===== src/rtl/uart_rx_framed_if.sv =====
// Output stream of the framed UART receiver: the received payload plus its
// per-frame error flags, and the sticky overrun flag. The handshake is valid/ready.
//   master : receiver side (drives data, valid and flags; samples in_ready)
//   slave  : consumer side (samples data, valid and flags; drives in_ready)
interface uart_rx_framed_if #(
  parameter int DATA_BITS = 8
);
  logic [DATA_BITS-1:0] out_data;
  logic                 out_valid;
  logic                 in_ready;
  logic                 out_parity_err;
  logic                 out_frame_err;
  logic                 out_overrun;

  modport master (
    output out_data, out_valid, out_parity_err, out_frame_err, out_overrun,
    input  in_ready
  );

  modport slave (
    input  out_data, out_valid, out_parity_err, out_frame_err, out_overrun,
    output in_ready
  );
endinterface


===== src/rtl/uart_rx_framed.sv =====
// Parametrised UART receiver. It samples each bit at mid-bit, rejects false
// starts, and synchronises the raw line. Each frame goes into a valid/ready
// output register together with its parity-error and frame-error flags.
// When that register is still full, a new frame is dropped and the sticky
// overrun flag is set.
// Ports:
//   clk        system clock, rising edge
//   rst_n      asynchronous active-low reset
//   in_serial  raw serial line, idle high, asynchronous to clk
//   out_busy   high while a frame is being received (not IDLE / WAIT_HIGH)
//   rx         output stream (data, valid, ready, parity/frame/overrun flags)
module uart_rx_framed #(
  parameter int CLOCKS_PER_BIT = 4,
  parameter int DATA_BITS      = 8,
  parameter int PARITY         = 0,
  parameter int STOP_BITS      = 1,
  parameter int SYNC_STAGES    = 2
) (
  input  logic             clk,
  input  logic             rst_n,
  input  logic             in_serial,
  output logic             out_busy,
  uart_rx_framed_if.master rx
);

  localparam int HALF = CLOCKS_PER_BIT / 2;
  localparam int PB   = (PARITY != 0) ? 1 : 0;
  localparam int N    = DATA_BITS + PB + STOP_BITS;
  localparam int CW   = $clog2(CLOCKS_PER_BIT);
  localparam int BW   = $clog2(N + 1);

  localparam logic [CW-1:0] CNT_HALF  = CW'(HALF - 1);
  localparam logic [CW-1:0] CNT_BIT   = CW'(CLOCKS_PER_BIT - 1);
  localparam logic [BW-1:0] LAST_DATA = BW'(DATA_BITS - 1);
  localparam logic [BW-1:0] LAST_STOP = BW'(STOP_BITS - 1);
  localparam logic          ODD       = (PARITY == 1);

  typedef enum logic [2:0] {
    S_IDLE, S_START, S_DATA, S_PAR, S_STOP, S_WAIT_HIGH
  } state_t;

  logic [SYNC_STAGES-1:0] sync;
  logic                   s;
  state_t                 state, state_n;
  logic [CW-1:0]          cnt, cnt_n;
  logic [BW-1:0]          bit_cnt, bit_n;
  logic [DATA_BITS-1:0]   shreg, shreg_n;
  logic                   perr, perr_n;
  logic                   ferr, ferr_n;
  logic                   done;
  logic                   tick;

  // Synchronizer: resets to idle-high so that releasing reset cannot look like a start bit
  always_ff @(posedge clk or negedge rst_n) begin
    if (!rst_n) sync <= '1;
    else        sync <= {sync[SYNC_STAGES-2:0], in_serial};
  end

  assign s        = sync[SYNC_STAGES-1];
  assign tick     = (cnt == '0);
  assign out_busy = (state != S_IDLE) && (state != S_WAIT_HIGH);

  always_ff @(posedge clk or negedge rst_n) begin
    if (!rst_n) begin
      state   <= S_IDLE;
      cnt     <= '0;
      bit_cnt <= '0;
      shreg   <= '0;
      perr    <= 1'b0;
      ferr    <= 1'b0;
    end else begin
      state   <= state_n;
      cnt     <= cnt_n;
      bit_cnt <= bit_n;
      shreg   <= shreg_n;
      perr    <= perr_n;
      ferr    <= ferr_n;
    end
  end

  // Each bit is sampled once, when the cycle counter reaches 0, and the counter then reloads.
  // bit_cnt counts the samples taken within the current state.
  always_comb begin
    state_n = state;
    cnt_n   = cnt;
    bit_n   = bit_cnt;
    shreg_n = shreg;
    perr_n  = perr;
    ferr_n  = ferr;
    done    = 1'b0;
    case (state)
      S_IDLE: begin
        if (!s) begin
          cnt_n   = CNT_HALF;
          bit_n   = '0;
          perr_n  = 1'b0;
          ferr_n  = 1'b0;
          state_n = S_START;
        end
      end
      S_START: begin
        if (!tick) begin
          cnt_n = cnt - CW'(1);
        end else if (s) begin
          state_n = S_IDLE;
        end else begin
          cnt_n   = CNT_BIT;
          state_n = S_DATA;
        end
      end
      S_DATA: begin
        if (!tick) begin
          cnt_n = cnt - CW'(1);
        end else begin
          cnt_n   = CNT_BIT;
          shreg_n = {s, shreg[DATA_BITS-1:1]};
          if (bit_cnt == LAST_DATA) begin
            bit_n   = '0;
            state_n = (PB != 0) ? S_PAR : S_STOP;
          end else begin
            bit_n = bit_cnt + BW'(1);
          end
        end
      end
      S_PAR: begin
        if (!tick) begin
          cnt_n = cnt - CW'(1);
        end else begin
          cnt_n   = CNT_BIT;
          perr_n  = (^shreg) ^ s ^ ODD;
          state_n = S_STOP;
        end
      end
      S_STOP: begin
        if (!tick) begin
          cnt_n = cnt - CW'(1);
        end else begin
          ferr_n = ferr | ~s;
          if (bit_cnt == LAST_STOP) begin
            // No wait for the end of the stop bit. This lets back-to-back frames be caught.
            done    = 1'b1;
            cnt_n   = '0;
            bit_n   = '0;
            state_n = ferr_n ? S_WAIT_HIGH : S_IDLE;
          end else begin
            cnt_n = CNT_BIT;
            bit_n = bit_cnt + BW'(1);
          end
        end
      end
      S_WAIT_HIGH: begin
        if (s) state_n = S_IDLE;
      end
      default: state_n = S_IDLE;
    endcase
  end

  // Output register: the frame is loaded at the edge that ends the last stop sample.
  always_ff @(posedge clk or negedge rst_n) begin
    if (!rst_n) begin
      rx.out_data       <= '0;
      rx.out_valid      <= 1'b0;
      rx.out_parity_err <= 1'b0;
      rx.out_frame_err  <= 1'b0;
      rx.out_overrun    <= 1'b0;
    end else if (done) begin
      if (rx.out_valid && !rx.in_ready) begin
        rx.out_overrun <= 1'b1;
      end else begin
        rx.out_data       <= shreg_n;
        rx.out_parity_err <= perr_n;
        rx.out_frame_err  <= ferr_n;
        rx.out_valid      <= 1'b1;
        if (rx.out_valid) rx.out_overrun <= 1'b0;
      end
    end else if (rx.out_valid && rx.in_ready) begin
      rx.out_valid   <= 1'b0;
      rx.out_overrun <= 1'b0;
    end
  end

endmodule


===== src/flat_wrapper.sv =====
// flat-port wrapper written by rule: the top's interface ports become plain ports
module uart_rx_framed_flat 
#(
  parameter int CLOCKS_PER_BIT = 4,
  parameter int DATA_BITS      = 8,
  parameter int PARITY         = 0,
  parameter int STOP_BITS      = 1,
  parameter int SYNC_STAGES    = 2
)
  (clk, rst_n, in_serial, out_busy, rx_out_data, rx_out_valid, rx_out_parity_err, rx_out_frame_err, rx_out_overrun, rx_in_ready);
  uart_rx_framed_if #(.DATA_BITS(DATA_BITS)) rx_i ();
  input  logic clk;
  input  logic rst_n;
  input  logic in_serial;
  output logic out_busy;
  output wire logic [$bits(rx_i.out_data)-1:0] rx_out_data;
  output wire logic [$bits(rx_i.out_valid)-1:0] rx_out_valid;
  output wire logic [$bits(rx_i.out_parity_err)-1:0] rx_out_parity_err;
  output wire logic [$bits(rx_i.out_frame_err)-1:0] rx_out_frame_err;
  output wire logic [$bits(rx_i.out_overrun)-1:0] rx_out_overrun;
  input wire logic [$bits(rx_i.in_ready)-1:0] rx_in_ready;
  assign rx_out_data = rx_i.out_data;
  assign rx_out_valid = rx_i.out_valid;
  assign rx_out_parity_err = rx_i.out_parity_err;
  assign rx_out_frame_err = rx_i.out_frame_err;
  assign rx_out_overrun = rx_i.out_overrun;
  assign rx_i.in_ready = rx_in_ready;
  uart_rx_framed #(.CLOCKS_PER_BIT(CLOCKS_PER_BIT), .DATA_BITS(DATA_BITS), .PARITY(PARITY), .STOP_BITS(STOP_BITS), .SYNC_STAGES(SYNC_STAGES)) u_core (.clk(clk), .rst_n(rst_n), .in_serial(in_serial), .out_busy(out_busy), .rx(rx_i));
endmodule

===== config.mk =====
export PLATFORM = sky130hd
export DESIGN_NAME = uart_rx_framed_flat
export DESIGN_NICKNAME = d
export VERILOG_FILES = /design/src/rtl/uart_rx_framed_if.sv /design/src/rtl/uart_rx_framed.sv /design/src/flat_wrapper.sv
export SDC_FILE = /design/constraint.sdc
export NUM_CORES = 1
export LEC_CHECK = 0
export ABC_AREA = 1
export BUFFER_PORTS_ARGS = -buffer_cell sky130_fd_sc_hd__buf_4
export CAP_MARGIN = 30
export CORE_ASPECT_RATIO = 2
export CORE_UTILIZATION = 36
export DETAILED_ROUTE_END_ITERATION = 8
export PLACE_DENSITY_LB_ADDON = 0.12
export RECOVER_POWER = 100
export SYNTH_ARGS = -nofsm -noshare
export SYNTH_HDL_FRONTEND = slang
export SYNTH_SLANG_ARGS = --single-unit

===== constraint.sdc =====
create_clock -name clk -period 2.1 [get_ports clk]
set_clock_uncertainty 0.05 [all_clocks]
set_input_delay 0.63 -clock clk [delete_from_list [all_inputs] [get_ports clk]]
set_output_delay 0.63 -clock clk [all_outputs]
set_load 0.02 [all_outputs]

---- Word-level counts from Yosys, hierarchy flattened ----
Index checks and enable logic that the tools add are counted.
word-level totals
  input bits .............................. 4
  register bits ........................... 33
  output and inout bits ................... 13
  logic and storage cells ................. 96
operators by class
  bitwise operators ....................... 4
  reduce and logical (&&, ||, !) cells .... 19
  equal/unequal tests ..................... 18
  multiplexer cells ....................... 41
  add/subtract/negate cells ............... 2
operators by type and width
  cell                                                   number
  two-way mux 3 bit                                      9
  two-way mux 4 bit                                      5
  one-hot mux 3 bit (6 select lines)                     1
  two-way mux 8 bit                                      2
  two-way mux 2 bit                                      7
  inequality test 2 x 1 -> 1 bit, second input constant  7
  two-way mux 1 bit                                      13
  one-hot mux 4 bit (3 select lines)                     1
  one-hot mux 2 bit (4 select lines)                     1
  AND reduction 8 bit                                    1
  XOR reduction 8 bit                                    1
  equality test 3 x 2 -> 1 bit, second input constant    2
  equality test 3 bit, second input constant             2
  inequality test 3 bit, second input constant           2
  AND reduction 2 bit                                    3
  nonzero test 3 bit                                     2
  adder 4 x 1 -> 4 bit, second input constant            1
  equality test 4 x 3 -> 1 bit, second input constant    1
  logical NOT 4 bit                                      1
  inequality test 2 bit, second input constant           2
  one-hot mux 1 bit (2 select lines)                     2
  AND reduction 4 bit                                    1
  nonzero test 4 bit                                     1
  equality test 3 x 1 -> 1 bit, second input constant    1
  12 further kinds                                       15

---- Depth between registers and ports, before layout ----
Gate-level depths: netlist of the first run.
  depth after elaboration ................. 6
  gate-level depth with buffers ........... 14

---- Worst setup path after synthesis of the first run ----
No wires, ideal clock.
  path kind ............................... flip-flop to output port
  start point ............................. register u_core.state[0]
  end point ............................... output out_busy
  data arrival time ....................... 1.043 ns
  stages on the path, launching flop included .. 4
  path slack .............................. 0.377 ns
  path buffers ............................ 0
  data required time ...................... 1.420 ns
  cells stage by stage .................... dfrtp_1 inv_1 nor2_1 o21ai_0
between the ends
  word-level cells in the longest chain between the ends .. 2
  elaborated cells between the ends (all ways) .. 3
  classes of those cells .................. eq/ne (1); reduce/logical (2)
ends and longest elaborated chain
  item                                                         RTL line              RTL
  start, declared                                              uart_rx_framed.sv:44  state_t state, state_n;
  start signal, assigned                                       uart_rx_framed.sv:72  state <= state_n;
  inequality test 3 bit or nonzero test 3 bit (tied branches)  uart_rx_framed.sv:61  assign out_busy = (state != S_IDLE) && (state != S_WAIT_HIGH);
  logical AND 1 bit (*)                                        uart_rx_framed.sv:61
  end, declared                                                flat_wrapper.sv:15    output logic out_busy;
Mark *: on every way between the ends. The rest lies on a longest branch, timed or not.

---- Final worst setup path of the first run ----
  start point ............................. register u_core.state[1]
  end point ............................... output out_busy
Same word-level chain as after synthesis.

==> impl_table.tex, run 1 <==
\begin{tabular}{lr}
\hline
Metric & Value \\
\hline
\multicolumn{2}{l}{\textbf{Power and ir drop}} \\
\quad Switching power summed over all nets & 0.00133 W \\
\quad Internal power contribution & 0.00170 W \\
\quad Max rail drop VDD & 0.722 mV \\
\quad Portion of total power attributed to sequential cells & 33.2\% \\
\quad Share of power burned in the clock network & 20.5\% \\
\quad Leakage power figure & 1.00 nW \\
\quad Share of total power consumed by net switching & 44.0\% \\
\quad Combinational power share & 46.3\% \\
\quad Power per unit of standard cell area & 1560 nW/um\^{}2 \\
\multicolumn{2}{l}{\textbf{Routing}} \\
\quad Average detailed-routed wire length per instance & 12.8 microns \\
\quad Total wire length & 3740 microns \\
\quad Number of vias in the routed layout & 1394 \\
\quad Post-DR vias/cell & 4.77 \\
\quad Drt first pass iters & 4 \\
\quad Antenna viol nets, final & 0 \\
\quad Initial drt markers & 23 \\
\quad DRC violation count after routing & 0 \\
\multicolumn{2}{l}{\textbf{Yosys}} \\
\quad Register area share after synthesis & 48.2\% \\
\quad Net count after synthesis & 221 \\
\quad Share of synthesized registers carrying an async set or reset & 100\% \\
\quad FF+latch count, synth & 33 \\
\quad Synth Cell Area & 1720 sq um \\
\quad Post-synth cell types & 30 \\
\quad Syn. warnings & 0 \\
\quad Top-area cell type share of the netlist area & 45.2\% \\
\quad Synthesized area per cell & 8.07 sq um \\
\quad Library cell with the highest instance count after synthesis & nand2\_1 \\
\quad Ys flop type & dfrtp\_1 \\
\quad Cell types with the highest counts after synthesis & nand2\_1 (74), dfrtp\_1 (31), inv\_1 (24), nor2\_1 (19), nand3\_1 (10) \\
\quad Largest cells by area after synthesis & dfrtp\_1 (45\%), nand2\_1 (16\%), inv\_1 (5.2\%) \\
\quad Number of synthesized flops with an enable pin & 0 \\
\quad Area leader, netlist & dfrtp\_1 \\
\quad Number of standard cells after synthesis & 213 \\
\multicolumn{2}{l}{\textbf{Min path}} \\
\quad Worst hold-check path type & reg2reg \\
\multicolumn{2}{l}{\textbf{Clock tree}} \\
\quad Clock tree from TritonCTS & yes \\
\quad Largest buffer count on any clock path & 2 \\
\quad Library cell used as clock root buffer & clkbuf\_8 \\
\quad Count of hold buffers inserted by post-cts repair & 0 \\
\quad CTS buffer count & 5 \\
\quad Clock transition at the registers of the reported paths & 70 ps \\
\quad Source-to-sink clock delay at the later pin of the worst-skew pair & 280 ps \\
\quad Number of clock sinks seen by CTS & 33 \\
\quad H-tree depth reported by CTS & 2 \\
\multicolumn{2}{l}{\textbf{Global routing}} \\
\quad Via count of the first global-routing pass & 1471 \\
\quad First-pass GRT wire length & 6500 microns \\
\quad Number of antenna violations at the first check in global routing & 0 \\
\quad Overall overflow remaining after global route & 0 \\
\quad Pin count of the biggest net entering global routing & 34 \\
\quad Global routing usage summed across all routing layers & 17.8\% \\
\multicolumn{2}{l}{\textbf{Finish}} \\
\quad Count of antenna diodes in the layout & 0 \\
\quad Fraction of layout instances using a drive strength above 1 & 12.2\% \\
\quad Area used by multi-input combinational logic & 738 sq um \\
\quad Post-layout util & 42.4\% \\
\quad Non-Filler Cell Area, Final & 1950 sq um \\
\quad Post-synthesis to final-layout area growth & 13.5\% \\
\quad Final Net Count & 244 \\
\quad Post-route insts no fill & 292 \\
\quad Count of fill cells added during filler insertion & 493 \\
\quad Area used by sequential logic in the layout & 830 sq um \\
\multicolumn{2}{l}{\textbf{Floorplanning}} \\
\quad Width of the die & 50.8 microns \\
\quad Count of pins on the block boundary & 17 \\
\quad Die Outline Area & 5070 sq um \\
\quad Initial cell density of the core & 37.4\% \\
\quad Vertical extent of the die & 99.7 microns \\
\quad Placeable Area & 4600 sq um \\
\quad Site Rows & 35 \\
\multicolumn{2}{l}{\textbf{Placement}} \\
\quad Dpl cells & 284 \\
\quad Detailed-placement wirelength estimate & 2830 microns \\
\quad Instance area after placement & 1900 sq um \\
\quad Gp weighted congestion & 0.815 \\
\quad Count of port buffers added during placement & 16 \\
\multicolumn{2}{l}{\textbf{Setup path}} \\
\quad Worst Path Class, Setup & reg2out \\
\quad Worst Path Max Fanout & 5 \\
\quad Worst endpoint data arrival time & 1310 ps \\
\quad Element type at the critical path end & output port \\
\quad CP Launch Type & register \\
\quad Worst endpoint required time & 1420 ps \\
\multicolumn{2}{l}{\textbf{Timing}} \\
\quad Shortest period the worst path allows & 1990 ps \\
\quad Unrepaired setup endpoints after global routing & no \\
\quad Hold Fails Final Rpt & 0 \\
\quad Worst relative slew slack & 44.0\% \\
\quad Post-route fraction of the period consumed by the critical path & 94.7\% \\
\quad Setup violation total in the final timing report & 0 \\
\quad Pin slew with the least headroom to its limit & 841 ps \\
\quad Final hold slack & 321 ps \\
\quad Post-Route Setup TNS & 0 ps \\
\quad Max-slew violation count & 0 \\
\quad Fmax & 0.503 GHz \\
\multicolumn{2}{l}{\textbf{Job}} \\
\quad Max-cap violations & 0 \\
\multicolumn{2}{l}{\textbf{Run status}} \\
\quad Run status & complete, no violations \\
\hline
\end{tabular}
## state kept, by name, summed over array words and instances (netlist names), 2 cells and up
signal / flops
u_core.sync: 2
u_core.shreg: 8
u_core.state: 3
u_core.cnt: 2
u_core.rx.out_data: 8
u_core.bit_cnt: 4
## final timing paths
check | from | to | slack, ps | cells after the start
setup / recovery | u_core.state[1]$_DFFE_PN0P_ | out_busy | 110 | 5
hold / removal | u_core.sync[0]$_DFF_PN1_ | u_core.sync[1]$_DFF_PN1_ | 320 | 0
setup reg to reg | u_core.cnt[0]$_DFFE_PN0P_ | u_core.cnt[1]$_DFFE_PN0P_ | 270 | 8
hold reg to reg | u_core.sync[0]$_DFF_PN1_ | u_core.sync[1]$_DFF_PN1_ | 320 | 0
max in group asynchronous | rst_n | u_core.state[1]$_DFFE_PN0P_ | 1030 | 1
min in group asynchronous | rst_n | u_core.shreg[5]$_DFF_PN0_ | 390 | 1
## critical path: stages, from the launching register on
cell     delay, ps
dfrtp_2        440
nor2_4         160
nor2_1          70
inv_1          100
o21ai_0        100
buf_4          170
## final cells by class
type                            instances  share of cell area (%)
Clock buffer                            7                    4.43
Clock inverter                          1                    1.54
Inverter                               31                    5.97
Multi-Input combinational cell        147                    37.9
Sequential cell                        33                    42.6
Tap cell                               55                    3.53
Timing Repair Buffer                   18                    4.11
## metrics by stage
step | worst slack, ps | power (W)
2_1_floorplan | 377 | 0.00212
3_3_place_gp | 390 | 0.00256
3_5_place_dp | 378 | 0.00257
4_1_cts | 79.6 | 0.00321
5_1_grt | 11.3 | 0.00333
6_report | 111 | 0.00303
## metal layers
layer	global-route usage, %	share of wire [%]
met5	0	0
met1	15.7	36
met3	3.21	1.8
met4	11.1	4.8
met2	34.7	57
## cell families (layout without fill, tap and decap cells)
logic type               Yosys count  in the layout  share of synthesized area [%]
buffers and inverters             33             57                           7.87
AO/OA/AOI/OAI                     28             28                           11.6
XOR/XNOR                           1              1                          0.510
AND/OR/NAND/NOR                  113            113                           28.3
multiplexers                       1              1                          0.655
flip-flops                        33             33                           48.2
adder cells (fa/ha/maj)            4              4                           2.91
## cells in the final DEF (no fill, tap or decap), drive strengths merged, types with 2 or more instances in the layout
master	netlist	layout
a21oi	7	7
a22oi	2	2
buf	2	2
clkbuf	0	23
dfrtp	31	31
dfstp	2	2
ha	4	4
inv	30	30
nand2	77	77
nand3	10	10
nor2	22	22
nor3	2	2
o21ai	14	14
## power groups by stage
stage	clock, W	combinational (W)	sequential, W
finish	0.000621	0.00140	0.00101
CTS	0.000643	0.00156	0.00101
global placement	0	0.00154	0.00102
detailed placement	0	0.00155	0.00102
global route	0.000671	0.00163	0.00104
floorplan	0	0.00104	0.00109
## timing repair
| item | CTS | global route |
|---|---|---|
| resized for setup | 0 | 1 |
| buffers inserted | 0 | 0 |
| endpoints found under the setup margin | 0 | 1 |
No activity file was read; power rests on OpenSTA's default activity.
==> inputs of run 2 (changes only) <==
- CTS_BUF_LIST: not set -> sky130_fd_sc_hd__clkbuf_8
==> run 2 against run 1 <==
Sequential power is essentially flat. Count of clock-buffer cells in the layout down 1. Setup slack improved by 2.8 ps.
==> impl_table.tex, run 2 (synthesis results as in run 1) <==
\begin{tabular}{lr}
\hline
Metric & Value \\
\hline
\multicolumn{2}{l}{\textbf{Min path}} \\
\quad Worst hold-check path type & reg2reg \\
\quad Sink of the worst hold path & u\_core.sync[1]\$\_DFF\_PN1\_ \\
\quad Number of cells traversed by the worst hold path & 0 (unchanged) \\
\quad Startpoint of the lowest-slack hold path & u\_core.sync[0]\$\_DFF\_PN1\_ \\
\multicolumn{2}{l}{\textbf{Routing}} \\
\quad Average detailed-routed wire length per instance & 12.8 microns (-0.32\%) \\
\quad Total wire length & 3730 microns (-0.32\%) \\
\quad Antenna viol nets, final & 0 (unchanged) \\
\quad Initial drt markers & 25 (+8.7\%) \\
\quad DRC violation count after routing & 0 (unchanged) \\
\quad Post-DR vias/cell & 4.76 (-0.29\%) \\
\quad Drt first pass iters & 4 (unchanged) \\
\quad Number of vias in the routed layout & 1390 (-0.29\%) \\
\multicolumn{2}{l}{\textbf{Floorplanning}} \\
\quad Site Rows & 35 (unchanged) \\
\quad Width of the die & 50.8 microns (unchanged) \\
\quad Die Outline Area & 5070 sq um (unchanged) \\
\quad Count of pins on the block boundary & 17 (unchanged) \\
\quad Initial cell density of the core & 37.4\% (unchanged) \\
\quad Vertical extent of the die & 99.7 microns (unchanged) \\
\quad Placeable Area & 4600 sq um (unchanged) \\
\multicolumn{2}{l}{\textbf{Timing}} \\
\quad Hold Fails Final Rpt & 0 (unchanged) \\
\quad Max-slew violation count & 0 (unchanged) \\
\quad Post-Route Setup TNS & 0 ps (unchanged) \\
\quad Post-route fraction of the period consumed by the critical path & 94.6\% (-0.13 points) \\
\quad Pin slew with the least headroom to its limit & 844 ps (+3.35 ps) \\
\quad Setup violation total in the final timing report & 0 (unchanged) \\
\quad Fmax & 0.503 GHz (+0.14\%) \\
\quad Shortest period the worst path allows & 1990 ps (-2.78 ps) \\
\quad Worst relative slew slack & 43.7\% (-0.22 points) \\
\quad Unrepaired setup endpoints after global routing & no \\
\quad Final hold slack & 321 ps (+0.669 ps) \\
\multicolumn{2}{l}{\textbf{Finish}} \\
\quad Count of fill cells added during filler insertion & 493 (unchanged) \\
\quad Fraction of layout instances using a drive strength above 1 & 12.2\% (unchanged) \\
\quad Final Net Count & 244 (unchanged) \\
\quad Count of antenna diodes in the layout & 0 (unchanged) \\
\quad Largest registers & u\_core.rx.out\_data (8), u\_core.shreg (8), u\_core.bit\_cnt (4) \\
\quad Most common cell after layout, fill and taps aside & nand2\_1 \\
\quad Most frequent cells in the layout & nand2\_1 (74), dfrtp\_1 (30), inv\_1 (26) \\
\quad Post-synthesis to final-layout area growth & 13.5\% (unchanged) \\
\multicolumn{2}{l}{\textbf{Setup path}} \\
\quad Cell breakdown of the critical path & nor2\_4 > nor2\_1 > inv\_1 > o21ai\_0 > buf\_4 \\
\quad CP peak stage delay & 440 ps (about the same) \\
\quad Number of cells traversed by the worst register-to-register path & 8 (unchanged) \\
\quad CP Launch Type & register \\
\quad RR Endpoint & u\_core.cnt[1]\$\_DFFE\_PN0P\_ \\
\quad Worst endpoint data arrival time & 1310 ps (about the same) \\
\quad Worst Path Max Fanout & 5 (unchanged) \\
\quad Worst endpoint required time & 1420 ps (about the same) \\
\quad Worst Path Class, Setup & reg2out \\
\quad Element type at the critical path end & output port \\
\quad Startpoint of the worst register-to-register path & u\_core.cnt[0]\$\_DFFE\_PN0P\_ \\
\quad Crit-path slowest cell & dfrtp\_2 \\
\quad Register-to-register path setup slack & 280 ps (about the same) \\
\multicolumn{2}{l}{\textbf{Power and ir drop}} \\
\quad Leakage power figure & 1.01 nW (+0.41\%) \\
\quad Max rail drop VDD & 0.707 mV (-2.1\%) \\
\quad Power per unit of standard cell area & 1550 nW/um\^{}2 (-0.21\%) \\
\multicolumn{2}{l}{\textbf{Clock tree}} \\
\quad Source-to-sink clock delay at the later pin of the worst-skew pair & 280 ps (about the same) \\
\quad H-tree depth reported by CTS & 2 (unchanged) \\
\quad Largest buffer count on any clock path & 2 (unchanged) \\
\quad Clock tree from TritonCTS & yes \\
\quad CTS buffer count & 5 (unchanged) \\
\quad Clock transition at the registers of the reported paths & 70 ps (about the same) \\
\quad Library cell used as clock root buffer & clkbuf\_8 \\
\quad Count of hold buffers inserted by post-cts repair & 0 (unchanged) \\
\quad Number of clock sinks seen by CTS & 33 (unchanged) \\
\multicolumn{2}{l}{\textbf{Placement}} \\
\quad Detailed-placement wirelength estimate & 2830 microns (unchanged) \\
\quad Count of port buffers added during placement & 16 (unchanged) \\
\quad Gp weighted congestion & 0.815 (unchanged) \\
\multicolumn{2}{l}{\textbf{Global routing}} \\
\quad Overall overflow remaining after global route & 0 (unchanged) \\
\quad Number of antenna violations at the first check in global routing & 0 (unchanged) \\
\quad Via count of the first global-routing pass & 1471 (unchanged) \\
\quad Pin count of the biggest net entering global routing & 34 (unchanged) \\
\quad First-pass GRT wire length & 6500 microns (unchanged) \\
\quad Global routing usage summed across all routing layers & 17.8\% (unchanged) \\
\multicolumn{2}{l}{\textbf{Job}} \\
\quad Max-cap violations & 0 (unchanged) \\
\multicolumn{2}{l}{\textbf{Run status}} \\
\quad Run status & complete, no violations \\
\hline
\end{tabular}
## run 2: changes by cell type in the layout (fill, tap and decap cells not counted)
cell	before	now
clkbuf_1	15	14
inv_1	25	26
## run 2: report_power, final
part / switching [W] / internal (W)
logic: 0.000938 / 0.000465
clock network: 0.000234 / 0.000382
registers: 0.000161 / 0.000847
total: 0.00133 / 0.00169
## run 2: layout make-up
cell class	instances	area (sq um)	share of cell area (%)
clock inverters	2	33.8	1.73
repair buffers	18	80.1	4.11
clock buffers	6	82.6	4.24
inverters	31	116	5.97
multi-input cells	147	738	37.9
flip-flops and latches	33	830	42.6
well taps	55	68.8	3.53
## run 2: how the worst max path moves through the flow
stage                                startpoint                                  end  slack [ps]
global placement    u_core.state[1]$_DFFE_PN0P_                             out_busy         390
floorplan           u_core.state[0]$_DFFE_PN0P_                             out_busy         380
global route        u_core.state[1]$_DFFE_PN0P_                             out_busy          10
detailed placement    u_core.cnt[0]$_DFFE_PN0P_  u_core.rx.out_frame_err$_DFFE_PN0P_         380
finish              u_core.state[1]$_DFFE_PN0P_                             out_busy         110
CTS                 u_core.state[1]$_DFFE_PN0P_                             out_busy          80
## run 2: repair_timing
item	in CTS	in global routing
gates resized for setup	0	1
setup endpoints to repair	0	1
setup buffers	0	0
hold endpoints to repair	0	0
## run 2: critical path, delay by kind of cell (launching register included)
family	cells	cell delay (ps)
flops	1	440
simple gates	2	230
buf+inv	2	270
compound gates	1	100
## run 2: metal layers
| layer | global-route usage (%) | up-vias | part of all wire (%) |
|---|---|---|---|
| li1 | - | 712 | - |
| met1 | 15.7 | 644 | 37 |
| met2 | 34.7 | 21 | 57 |
| met3 | 3.21 | 13 | 1.6 |
| met4 | 11.1 | 0 | 4.8 |
| met5 | 0 | - | 0 |
## run 2: stage by stage
| step | total power [W] | area [sq um] | util [%] | setup WS (ps) | cells |
|---|---|---|---|---|---|
| detailed placement | 0.00257 | 1900 | 41.4 | 378 | 284 |
| global route | 0.00333 | 1950 | 42.4 | 11.3 | 292 |
| floorplan | 0.00212 | 1720 | - | 377 | 213 |
| CTS | 0.00320 | 2020 | 43.9 | 79.6 | 292 |
| finish | 0.00303 | 1950 | 42.4 | 114 | 292 |
| global placement | 0.00256 | 1900 | 41.4 | 390 | 284 |
==> inputs of run 3 (changes only) <==
- ABC_AREA: 1 -> not set
==> run 3 against run 2 <==
Final cell count decreased by 22%. Die area shrank 1.1%. Final area shrank 1.4%. Synthesized cell count fell by 30%. Via count is 12% lower. Sequential cell count stayed put. Fmax down 1.2%. Clock power down 27%. Worst hold slack worse by 6.5 ps. Sequential power fell by 6%. Non-clock buffer count grew 5. Critical path type unchanged. Critical endpoint unchanged.
==> impl_table.tex, run 3 <==
\begin{tabular}{lr}
\hline
Metric & Value \\
\hline
\multicolumn{2}{l}{\textbf{Run status}} \\
\quad Run status & complete, no violations \\
\multicolumn{2}{l}{\textbf{Placement}} \\
\quad Count of port buffers added during placement & 16 (unchanged) \\
\quad Instance area after placement & 1890 sq um (-0.53\%) \\
\quad Detailed-placement wirelength estimate & 2470 microns (-13\%) \\
\quad Gp weighted congestion & 0.725 (-11\%) \\
\multicolumn{2}{l}{\textbf{Yosys}} \\
\quad Ys flop type & dfrtp\_1 \\
\quad Library cell with the highest instance count after synthesis & dfrtp\_1 \\
\quad Area leader, netlist & dfrtp\_1 \\
\quad Dominant combinational cell family by area after synthesis & compound AO/OA/AOI/OAI gates \\
\quad Largest cells by area after synthesis & dfrtp\_1 (46\%), mux2\_2 (11\%), dfstp\_2 (3.1\%) \\
\quad Post-synthesis mux area share & 11.3\% (+11 points) \\
\quad Syn. warnings & 0 (unchanged) \\
\quad Synthesized area per cell & 11.3 sq um (+40\%) \\
\quad Synthesized-area fraction occupied by ao, oa, aoi and oai cells & 14.4\% (+2.9 points) \\
\quad Area share of fa/ha/maj cells after synthesis & 2.95\% (+0.034 points) \\
\quad Share of synthesized registers carrying an async set or reset & 100\% (unchanged) \\
\quad Number of synthesized flops with an enable pin & 0 (unchanged) \\
\quad Top-area cell type share of the netlist area & 45.7\% (+0.53 points) \\
\quad Net count after synthesis & 158 (-29\%) \\
\quad FF+latch count, synth & 33 (unchanged) \\
\quad Register area share after synthesis & 48.8\% (+0.57 points) \\
\quad Cell types with the highest counts after synthesis & dfrtp\_1 (31), mux2\_2 (17), o21ai\_0 (10), inv\_1 (8), nand2\_1 (8) \\
\quad Number of standard cells after synthesis & 150 (-30\%) \\
\quad Post-synth cell types & 47 (+57\%) \\
\quad Synth Area in XOR/XNOR & 5.97\% (+5.5 points) \\
\quad Post-Synth Simple-Gate Area & 12.1\% (-16 points) \\
\quad Synth Cell Area & 1700 sq um (-1.2\%) \\
\multicolumn{2}{l}{\textbf{Power and ir drop}} \\
\quad Switching power summed over all nets & 0.000980 W (-26\%) \\
\quad Post-layout power & 0.00248 W (-18\%) \\
\quad Portion of total power attributed to sequential cells & 38.4\% (+5.1 points) \\
\quad Combinational power share & 43.4\% (-2.9 points) \\
\quad Leakage power figure & 0.882 nW (-13\%) \\
\quad Max rail drop VDD & 0.789 mV (+12\%) \\
\quad Share of power burned in the clock network & 18.2\% (-2.2 points) \\
\quad Power per unit of standard cell area & 1290 nW/um\^{}2 (-17\%) \\
\quad Share of total power consumed by net switching & 39.6\% (-4.5 points) \\
\quad Internal power contribution & 0.00150 W (-12\%) \\
\multicolumn{2}{l}{\textbf{Clock tree}} \\
\quad Buffers inserted during post-CTS setup optimization & 0 (unchanged) \\
\quad Largest buffer count on any clock path & 2 (unchanged) \\
\quad Library cell used as clock root buffer & clkbuf\_8 \\
\quad Source-to-sink clock delay at the later pin of the worst-skew pair & 280 ps (about the same) \\
\quad Count of cells resized by post-cts repair & 0 (unchanged) \\
\quad H-tree depth reported by CTS & 2 (unchanged) \\
\quad Clock transition at the registers of the reported paths & 70 ps (about the same) \\
\quad Number of clock sinks seen by CTS & 33 (unchanged) \\
\quad CTS buffer count & 5 (unchanged) \\
\quad Count of hold buffers inserted by post-cts repair & 0 (unchanged) \\
\quad Clock tree from TritonCTS & yes \\
\multicolumn{2}{l}{\textbf{Setup path}} \\
\quad Startpoint of the worst register-to-register path & u\_core.cnt[0]\$\_DFFE\_PN0P\_ \\
\quad CP peak stage delay & 650 ps (+210 ps) \\
\quad RR Endpoint & u\_core.bit\_cnt[2]\$\_DFFE\_PN0P\_ \\
\quad Register-to-register path setup slack & 170 ps (-110 ps) \\
\quad Number of cells traversed by the worst register-to-register path & 6 (-2) \\
\quad Critical Path Sink & out\_busy \\
\quad Worst Path Class, Setup & reg2out \\
\quad Worst endpoint data arrival time & 1330 ps (+20 ps) \\
\quad Kind of cell with the highest combined delay on the critical path & flip-flops \\
\quad Crit-path slowest cell & dfrtp\_1 \\
\quad Worst endpoint required time & 1420 ps (about the same) \\
\quad Critical path launch point & u\_core.state[0]\$\_DFFE\_PN0P\_ \\
\quad CP Launch Type & register \\
\quad Cell breakdown of the critical path & xnor2\_1 > nand2\_1 > buf\_4 \\
\quad Worst Path Max Fanout & 10 (+5) \\
\quad Element type at the critical path end & output port \\
\quad Number of buffer and inverter stages on the critical path & 1 (-1) \\
\quad Logic depth of the worst setup path including buffers & 3 (-2) \\
\multicolumn{2}{l}{\textbf{Floorplanning}} \\
\quad Die Outline Area & 5010 sq um (-1.1\%) \\
\quad Placeable Area & 4550 sq um (-0.95\%) \\
\quad Initial cell density of the core & 37.3\% (-0.080 points) \\
\quad Vertical extent of the die & 99.1 microns (-0.57\%) \\
\quad Width of the die & 50.6 microns (-0.56\%) \\
\quad Site Rows & 35 (unchanged) \\
\quad Count of pins on the block boundary & 17 (unchanged) \\
\multicolumn{2}{l}{\textbf{Global routing}} \\
\quad Number of antenna violations at the first check in global routing & 0 (unchanged) \\
\quad Via count of the first global-routing pass & 1237 (-16\%) \\
\quad Overall overflow remaining after global route & 0 (unchanged) \\
\quad Global routing usage summed across all routing layers & 15.4\% (-2.5 points) \\
\quad Pin count of the biggest net entering global routing & 34 (unchanged) \\
\quad First-pass GRT wire length & 5730 microns (-12\%) \\
\multicolumn{2}{l}{\textbf{Routing}} \\
\quad Average detailed-routed wire length per instance & 14.9 microns (+17\%) \\
\quad Antenna viol nets, final & 0 (unchanged) \\
\quad Post-DR vias/cell & 5.36 (+12\%) \\
\quad Initial drt markers & 32 (+28\%) \\
\quad Number of vias in the routed layout & 1221 (-12\%) \\
\quad Drt first pass iters & 4 (unchanged) \\
\quad Total wire length & 3400 microns (-8.8\%) \\
\quad DRC violation count after routing & 0 (unchanged) \\
\multicolumn{2}{l}{\textbf{Timing}} \\
\quad Unrepaired setup endpoints after global routing & no \\
\quad Shortest period the worst path allows & 2010 ps (+23.4 ps) \\
\quad Setup violation total in the final timing report & 0 (unchanged) \\
\quad Post-route fraction of the period consumed by the critical path & 95.7\% (+1.1 points) \\
\quad Max-slew violation count & 0 (unchanged) \\
\quad Post-Route Setup TNS & 0 ps (unchanged) \\
\quad Hold Fails Final Rpt & 0 (unchanged) \\
\quad Fmax & 0.498 GHz (-1.2\%) \\
\quad Worst relative slew slack & 44.0\% (+0.30 points) \\
\quad Final hold slack & 315 ps (-6.45 ps) \\
\quad Pin slew with the least headroom to its limit & 840 ps (-4.43 ps) \\
\multicolumn{2}{l}{\textbf{Finish}} \\
\quad Post-synthesis to final-layout area growth & 13.2\% \\
\quad Count of fill cells added during filler insertion & 474 (-3.9\%) \\
\quad Final Net Count & 180 (-26\%) \\
\quad Most frequent cells in the layout & dfrtp\_1 (31), mux2\_2 (15), clkbuf\_1 (13) \\
\quad Largest registers & u\_core.rx.out\_data (8), u\_core.shreg (8), u\_core.bit\_cnt (4) \\
\quad Non-Filler Cell Area, Final & 1920 sq um (-1.4\%) \\
\quad Fraction of layout instances using a drive strength above 1 & 21.4\% (+9.2 points) \\
\quad Count of antenna diodes in the layout & 0 (unchanged) \\
\quad Most common cell after layout, fill and taps aside & dfrtp\_1 \\
\multicolumn{2}{l}{\textbf{Job}} \\
\quad Max-cap violations & 0 (unchanged) \\
\multicolumn{2}{l}{\textbf{Min path}} \\
\quad Worst hold-check path type & reg2reg \\
\hline
\end{tabular}
-- run 3: changes by cell type after synthesis, sizes merged, moves of 3 or more --
cell	delta
nand2	-69
nand3	-7
nand2b	+4
xnor2	+6
o21ai	-3
mux2	+16
buf	+3
nor2	-14
or3	+3
clkbuf	+3
inv	-22
-- run 3: how the worst min path moves through the flow --
stage	from	endpoint	slack [ps]	depth (start not counted)
CTS	rst_n	u_core.state[0]$_DFFE_PN0P_	250	1
global route	u_core.sync[0]$_DFF_PN1_	u_core.sync[1]$_DFF_PN1_	320	0
floorplan	rst_n	u_core.bit_cnt[0]$_DFFE_PN0P_	280	0
detailed placement	u_core.sync[0]$_DFF_PN1_	u_core.sync[1]$_DFF_PN1_	300	0
finish	u_core.sync[0]$_DFF_PN1_	u_core.sync[1]$_DFF_PN1_	310	0
global placement	u_core.sync[0]$_DFF_PN1_	u_core.sync[1]$_DFF_PN1_	300	0
-- run 3: cell type report --
cell class	count	area, sq um	area share [%]
clock buffer	5	68.8	3.58
clock inverter	3	13.8	0.716
inverter	8	30.0	1.56
multi-input combinational	101	793	41.3
sequential	33	828	43.1
tap	55	68.8	3.58
timing repair buffer	23	119	6.18
-- run 3: power groups by stage --
stage               logic (W)  registers (W)  clock network [W]
floorplan            0.000819       0.000935                  0
global placement      0.00111       0.000956                  0
detailed placement    0.00113       0.000961                  0
CTS                   0.00114       0.000949           0.000478
global route          0.00119       0.000975           0.000499
finish                0.00108       0.000950           0.000451
-- run 3: kinds of logic (layout without fill, tap and decap cells) --
group                      count (synthesis)  in the layout
and+or+nand+nor                           34             34
AOI/OAI and AO/OA                         36             36
DFF                                       33             33
adders and majority gates                  4              4
muxes                                     17             17
xor gates and xnor gates                  10             10
buffers and inverters                     16             39
-- run 3: worst register-to-register path, cell delays in order (launching register included) --
cell and delay [ps]:
dfrtp_1 420, inv_1 80, ha_1 200, clkbuf_1 340, a22oi_1 220, a211o_1 310
a32o_1 200
-- run 3: per-stage QoR --
step / util, % / setup slack (ps) / cells
after floorplan: - / 299 / 150
after global placement: 41.6 / 222 / 220
after detailed placement: 41.6 / 206 / 220
after CTS: 43.4 / 84.4 / 228
after global routing: 42.2 / 11.3 / 228
final: 42.2 / 90.4 / 228
-- run 3: per-layer routing --
layer  global-route usage [%]  wire, microns
met5                        0              0
met3                     2.75             80
met4                     7.91             92
met2                     28.3           1890
met1                     15.8           1330
